<file path="src/rtl/operand_fetch.sv">
// Operand fetch stage: resolves source operands through EX/MEM/WB bypasses,
// tracks outstanding loads in a pending scoreboard and holds one operand slot.
module operand_fetch #(
  parameter int XLEN = 32
) (
  input  logic            clk,
  input  logic            rst_n,
  input  logic            id_valid,
  output logic            id_ready,
  input  logic [4:0]      id_rs1,
  input  logic [4:0]      id_rs2,
  input  logic [4:0]      id_rd,
  input  logic            id_rd_wen,
  input  logic            id_is_load,
  output logic [4:0]      rf_read1,
  output logic [4:0]      rf_read2,
  input  logic [XLEN-1:0] rf_out1,
  input  logic [XLEN-1:0] rf_out2,
  input  logic            ex_fwd_wen,
  input  logic [4:0]      ex_fwd_addr,
  input  logic [XLEN-1:0] ex_fwd_data,
  input  logic            mem_fwd_wen,
  input  logic [4:0]      mem_fwd_addr,
  input  logic [XLEN-1:0] mem_fwd_data,
  input  logic            wb_wen,
  input  logic [4:0]      wb_addr,
  input  logic [XLEN-1:0] wb_data,
  input  logic            flush,
  output logic            of_valid,
  input  logic            of_ready,
  output logic [XLEN-1:0] of_rs1_val,
  output logic [XLEN-1:0] of_rs2_val,
  output logic [4:0]      of_rd,
  output logic            of_rd_wen,
  output logic            of_is_load
);

  logic [31:0]     pending;
  logic [4:0]      src     [2];
  logic [XLEN-1:0] rf_val  [2];
  logic [XLEN-1:0] src_val [2];
  logic            src_hz  [2];
  logic            waw;
  logic            hazard;
  logic            accept;
  logic            out_hs;
  logic [31:0]     set_mask;
  logic [31:0]     clr_mask;

  assign rf_read1  = id_rs1;
  assign rf_read2  = id_rs2;
  assign src[0]    = id_rs1;
  assign src[1]    = id_rs2;
  assign rf_val[0] = rf_out1;
  assign rf_val[1] = rf_out2;

  // Bypass priority is youngest first; a nonzero index is checked before any
  // address compare, so a match never fires for x0.
  always_comb begin
    for (int i = 0; i < 2; i++) begin
      if (src[i] == 5'd0)                                 src_val[i] = '0;
      else if (ex_fwd_wen && ex_fwd_addr == src[i])       src_val[i] = ex_fwd_data;
      else if (mem_fwd_wen && mem_fwd_addr == src[i])     src_val[i] = mem_fwd_data;
      else if (wb_wen && wb_addr == src[i])               src_val[i] = wb_data;
      else                                                src_val[i] = rf_val[i];
    end
  end

  // NOTE: every signal written here gets a value on every path (default first),
  // otherwise synthesis infers a latch to remember the old value.
  always_comb begin
    hazard = 1'b0;
    for (int i = 0; i < 2; i++) begin
      src_hz[i] = (src[i] != 5'd0) && !(wb_wen && wb_addr == src[i]) &&
                  (pending[src[i]] || (of_valid && of_rd_wen && of_rd == src[i]));
      hazard    = hazard | src_hz[i];
    end
    waw    = id_is_load && id_rd_wen && (id_rd != 5'd0) && pending[id_rd] &&
             !(wb_wen && wb_addr == id_rd);
    hazard = hazard | waw;
  end

  assign id_ready = (~of_valid | of_ready) & ~hazard & ~flush;
  assign accept   = id_valid & id_ready;
  assign out_hs   = of_valid & of_ready;

  // A flushed slot is discarded, so it must not mark its destination pending.
  assign set_mask = (out_hs && of_is_load && of_rd_wen && of_rd != 5'd0 && !flush)
                    ? (32'd1 << of_rd) : 32'd0;
  assign clr_mask = wb_wen ? (32'd1 << wb_addr) : 32'd0;

  // NOTE: the scoreboard is only 32 flops and a stale pending bit after reset
  // would stall forever, so it is reset along with the rest of the state.
  always_ff @(posedge clk or negedge rst_n) begin
    if (!rst_n) begin
      pending <= '0;
    end else begin
      pending <= ((pending & ~clr_mask) | set_mask) & ~32'd1;
    end
  end

  // NOTE: sequential state uses non-blocking assignments so every flop samples
  // pre-edge values regardless of statement order.
  always_ff @(posedge clk or negedge rst_n) begin
    if (!rst_n) begin
      of_valid   <= 1'b0;
      of_rs1_val <= '0;
      of_rs2_val <= '0;
      of_rd      <= '0;
      of_rd_wen  <= 1'b0;
      of_is_load <= 1'b0;
    end else if (accept) begin
      of_valid   <= 1'b1;
      of_rs1_val <= src_val[0];
      of_rs2_val <= src_val[1];
      of_rd      <= id_rd;
      of_rd_wen  <= id_rd_wen;
      of_is_load <= id_is_load;
    end else if (flush || of_ready) begin
      of_valid <= 1'b0;
    end
  end

endmodule

</file>
<file path="config.mk">
export PLATFORM = sky130hd
export DESIGN_NAME = operand_fetch
export DESIGN_NICKNAME = d
export VERILOG_FILES = /design/src/rtl/operand_fetch.sv
export SDC_FILE = /design/constraint.sdc
export NUM_CORES = 1
export LEC_CHECK = 0
export CORE_MARGIN = 10
export CORE_UTILIZATION = 51
export CTS_CLUSTER_SIZE = 12
export DETAILED_ROUTE_END_ITERATION = 10
export DONT_BUFFER_PORTS = 1
export HOLD_SLACK_MARGIN = 0.15
export PLACE_DENSITY_LB_ADDON = 0.25
export SLEW_MARGIN = 20
export SYNTH_ARGS = -nofsm -noshare
export SYNTH_HDL_FRONTEND = slang
export SYNTH_SLANG_ARGS = --single-unit
</file>
<file path="constraint.sdc">
create_clock -name clk -period 2.3 [get_ports clk]
set_input_delay 0.46 -clock clk [delete_from_list [all_inputs] [get_ports clk]]
set_output_delay 0.46 -clock clk [all_outputs]
set_load 0.01 [all_outputs]
</file>
# Word-level counts from Yosys, hierarchy flattened

Index checks and enable logic that the tools add are counted.
Widths: inputs -> output; s select.

Register bits: 103
Word-level logic and storage cells: 88
Output and inout port bits: 83

Equality and inequality tests: 9
Bitwise gates (word level): 13
Shifts and indexed selects: 2
Muxes and demuxes: 18
Order comparisons: 3
Reductions and logical operators: 36

Operators by type and width:

| operator             | count |
|---|---|
| $mux 32              | 10 |
| $shl 1x5->32 const A | 2 |
| $eq 5x5->1           | 9 |
| $and 32x32->32       | 1 |
| $not 32->32          | 1 |
| $or 32x32->32        | 1 |
| $logic_and 1x1->1    | 22 |
| $reduce_bool 5->1    | 4 |
| $lt 5x6->1 const B   | 3 |
| $bmux 1 s5           | 3 |
| $logic_not 5->1      | 2 |
| $mux 1               | 5 |
| $and 1x1->1          | 4 |
| $logic_not 1->1      | 4 |
| $logic_or 1x1->1     | 3 |
| $not 1->1            | 3 |
| $or 1x1->1           | 3 |
| $reduce_bool 2->1    | 1 |

# Longest topological paths before layout

Depth after elaboration: 12
Depth in mapped cells: 11

# Worst setup path before layout

Ideal clock, no wire load.

Path kind: input-to-reg
From: input port id_rs2[1]
To: register of_is_load
Cell stages on the path: 11
Arrival time: 2541 ps
Data required time: 2175 ps
Library setup time: 125 ps
Path slack: -366 ps
Cells stage by stage: buf_2 > buf_2 > mux2_2 > a221oi_1 > nor3_1 > o21bai_1 > a21oi_2 > nor3b_2 > buf_6 > buf_12 > mux2_4

Longest elaborated chain between the ends: 11
Elaborated cells between the ends (all ways): 17

Ends and longest elaborated chain:

| item                                               | line | RTL |
|---|---|---|
| start, declared                                    | 11   | `input logic [4:0] id_rs2,` |
| branches (longest 4 deep; another with $bmux 1 s5) | -    |  |
| $logic_and 1x1->1 *                                | 74   | `src_hz[i] = (src[i] != 5'd0) && !(wb_wen && wb_addr == src[i]) &&` |
| $or 1x1->1 *                                       | 76   | `hazard = hazard \| src_hz[i];` |
| $or 1x1->1 *                                       | 80   | `hazard = hazard \| waw;` |
| $not 1->1 *                                        | 83   | `assign id_ready = (~of_valid \| of_ready) & ~hazard & ~flush;` |
| $and 1x1->1 * (2 in series)                        | 83   |  |
| $and 1x1->1 *                                      | 84   | `assign accept = id_valid & id_ready;` |
| end signal, assigned                               | 118  | `of_is_load <= id_is_load;` |
| end, declared                                      | 35   | `output logic of_is_load` |

Every way passes the cells marked *. The select of a mux whose other input is x is not followed.
A chain may end at the register's enable or synchronous reset.

# Worst setup path in the final report

From: register pending[24]
To: output port id_ready

Longest elaborated chain between the ends: 9
Elaborated cells between the ends (all ways): 17

Ends and longest elaborated chain:

| item                         | line | RTL |
|---|---|---|
| start, declared              | 38   | `logic [31:0] pending;` |
| start signal, assigned       | 98   | `pending <= ((pending & ~clr_mask) \| set_mask) & ~32'd1;` |
| $bmux 1 s5                   | 75   | `(pending[src[i]] \|\| (of_valid && of_rd_wen && of_rd == src[i]));` |
| $mux 1 (not written as such) | 75   |  |
| $logic_or 1x1->1             | 75   |  |
| $logic_and 1x1->1            | 74   |  |
| $or 1x1->1                   | 76   |  |
| $or 1x1->1 *                 | 80   |  |
| $not 1->1 *                  | 83   |  |
| $and 1x1->1 * (2 in series)  | 83   |  |
| end, declared                | 9    | `output logic id_ready,` |

Every way passes the cells marked *; elsewhere a longest branch is shown, timed or not. The select of a mux whose other input is x is not followed.

==> impl_metrics.csv <==
group,metric,value,unit
clocking,h-tree-depth,3,
timing,setup_violations,73,
logic_synthesis,synth_edf_count,0,
clocking,clock-sinks,103,
timing,fin_skew,8.01,ps
route,vias,8106,
placement,placed_cell_area,8610,um^2
timing,setup_ws,-409,ps
timing,period_share,118,%
floorplanning,coreArea,16000,um^2
floorplanning,initial_core_util,52.5,%
timing,hold_violations,103,
logic_synthesis,synthTopCellsByArea,"dfrtp_1 (31%), mux2_4 (12%), o21ai_0 (7.5%)",
timing,worst_pin_slew,863,ps
placement,numPortBuffers,0,
critical_path,crit_type,"reg -> out",
route,drt_iter0_drc,1038,
placement,finalWeightedCongestion,0.950,
logic_synthesis,avgSynthCellArea,9.08,um^2
pwr,power,6.19,mW
hold_path,hold_path_class,"in -> async",
clocking,worstSkewPairLatency,360,ps
final_layout,layout.nets,1096,
logic_synthesis,yosysSeqAreaShare,30.7,%
critical_path,cp.required,1840,ps
floorplanning,die_h,148,um
timing,setup_tns,-24160,ps
logic_synthesis,ys.flop_type,"dfrtp_1",
floorplanning,die_area,22000,um^2
critical_path,crit_path_end_kind,"primary output",
logic_synthesis,synth.ff_latch_count,103,
job,cap_violations,0,
pwr,pwr-share-comb,28.1,%
clocking,cts_tree,"yes",
critical_path,crit_arrival,2250,ps
pwr,max-vdd-ir-drop,0.405,mV
clocking,cts_buffer_depth,2,
logic_synthesis,syn_area,8390,um^2
final_layout,postLayoutCoreUtil,57.1,%
pwr,switching_share,35.5,%
critical_path,rr_startpoint,"pending[30]",
logic_synthesis,ys_warn_count,0,
route,ant_nets,0,
floorplanning,rows,46,
timing,rsz0062_at_grt,"true",
logic_synthesis,synthDistinctLibCells,56,
route,met1_length,11700,um
clocking,numCtsBuffers,9,
timing,min_period,2710,ps
route,wl_met3,5210,um
timing,hold_slack,-213,ps
pwr,p_leak,3.47,nW
route,topRoutingLayerUsed,"met5",
clocking,path_clk_slew,80,ps
pwr,power.internal,3.99,mW
global_routing,grt_overflow,0,
logic_synthesis,syn_inst,924,
logic_synthesis,synth_most_common_cell,"o21ai_0",
route,viasPerCell,7.26,
status,violations,"negative hold slack, negative setup slack",
global_routing,antenna_found_initial,1,
final_layout,area_growth,8.81,%
critical_path,critPathLaunchType,"flop",
timing,slew_viol_final,0,
final_layout,nFillCells,1428,
pwr,seqPwrFrac,47.2,%
global_routing,grt_max_degree,104,
logic_synthesis,synthesis.nets,1124,
logic_synthesis,synthTopCellsByCount,"o21ai_0 (126), dfrtp_1 (103), nor2_1 (73), nand3_1 (72)",
route,routed_wl,34100,um
pwr,power.switching,2.20,mW
logic_synthesis,synth-async-reset-ratio,100,%
timing,relSlewSlack,42.4,%
critical_path,r2r_setup_slack,-380,ps
timing,clock.fmax,0.369,GHz
placement,hpwl,24900,um
final_layout,finalInstanceArea,9130,um^2
critical_path,startpoint,"pending[24]",
logic_synthesis,yosysTopAreaCell,"dfrtp_1",
pwr,power.density,677,nW/um^2
pwr,clkPwrFrac,24.7,%
global_routing,grt_pass1_vias,7841,
route,dr.pass1.iters,8,
final_layout,antennaDiodeCount,0,
route,post-route-drc-count,0,
critical_path,crit_path_max_fanout,4,
clocking,root_buffer,"clkbuf_16",
status,status,"finished, violations left",
logic_synthesis,synth_top_area_share,30.7,%
route,wl_per_cell,30.6,um
floorplanning,io_pins,283,
final_layout,drive_gt1_share,22.5,%
global_routing,grt_usage,29.2,%
floorplanning,die_x,148,um
global_routing,grt_first_pass_wirelength,50200,um
route,met2_length,15500,um
[area by class of cell]
cell class / count / area [um^2] / area share, %
Clock inverter: 7 / 67.6 / 0.740
Clock buffer: 9 / 225 / 2.47
Inverter: 4 / 15.0 / 0.164
Multi-Input combinational cell: 704 / 5190 / 56.8
Timing Repair Buffer: 74 / 788 / 8.63
Sequential cell: 103 / 2580 / 28.2
Tap cell: 216 / 270 / 2.96
[worst max-delay path: stages, from the launching register on]
cell     delay (ps)
dfrtp_1         450
mux4_2          470
mux2_4          280
nand3_2          70
o311a_2         170
a21oi_2          70
buf_4           150
nor2_4          120
buf_6           110
[power groups by stage]
stage	registers [mW]	clock network, mW	logic, mW
after floorplan	2.69	0	1.38
after CTS	2.91	1.55	1.70
after detailed placement	2.93	0	1.65
final	2.92	1.53	1.74
after global routing	2.95	1.62	1.86
after global placement	2.94	0	1.58
[path summary, 6_finish.rpt]
path,to,depth (start not counted)
worst max register to register,of_rs1_val[10],11
worst max-delay path,id_ready,8
max in group asynchronous,of_rs2_val[7],0
min in group clk,of_is_load,1
worst min-delay path,of_rs1_val[26],0
worst min register to register,pending[9],2
[state kept, by name (all words and copies together) (netlist names)]
name / count
of_rs1_val: 32
of_rd: 5
of_rs2_val: 32
of_rd_wen: 1
pending: 31
of_is_load: 1
of_valid: 1
[metal layers]
layer	up-vias	GRT usage [%]
met5	-	0
met4	2	13.5
met3	138	12.3
met2	680	45.5
met1	3889	34.4
li1	3397	-
[placed cells by master, fill, tap and decap left out, types with 11 or more instances in the layout]
cell,instances
nor2_1,71
mux2i_1,13
nand2_1,16
nor3_1,69
mux4_2,13
mux2_4,72
a21oi_1,64
xnor2_1,31
clkbuf_16,11
nand3_1,71
xor2_1,14
nand3b_1,12
a311oi_1,65
o21ai_0,126
buf_4,50
dfrtp_1,103
[logic make-up (layout without fill, tap and decap cells)]
family,Yosys count,after routing,share of synthesized area (%)
and+or+nand+nor,279,279,16.8
AOI/OAI and AO/OA,275,275,20.3
buffers and inverters,117,94,7.99
muxes,105,105,19.5
DFF,103,103,30.7
xor gates and xnor gates,45,45,4.70
[timing repair]
action | CTS | global route
cloned | 2 | 3
endpoints found under the hold margin | 103 | 103
buffers inserted | 6 | 3
setup endpoints to repair | 73 | 73
pin swaps | 2 | 4
gates resized for setup | 12 | 7
[stage by stage]
stage                     worst slack, ps  cells
after floorplan                      -280    924
after global placement               -309   1088
after detailed placement             -303   1088
after CTS                            -371   1112
after global routing                 -505   1117
final                                -409   1117
Power figures use the tool's default switching activity.
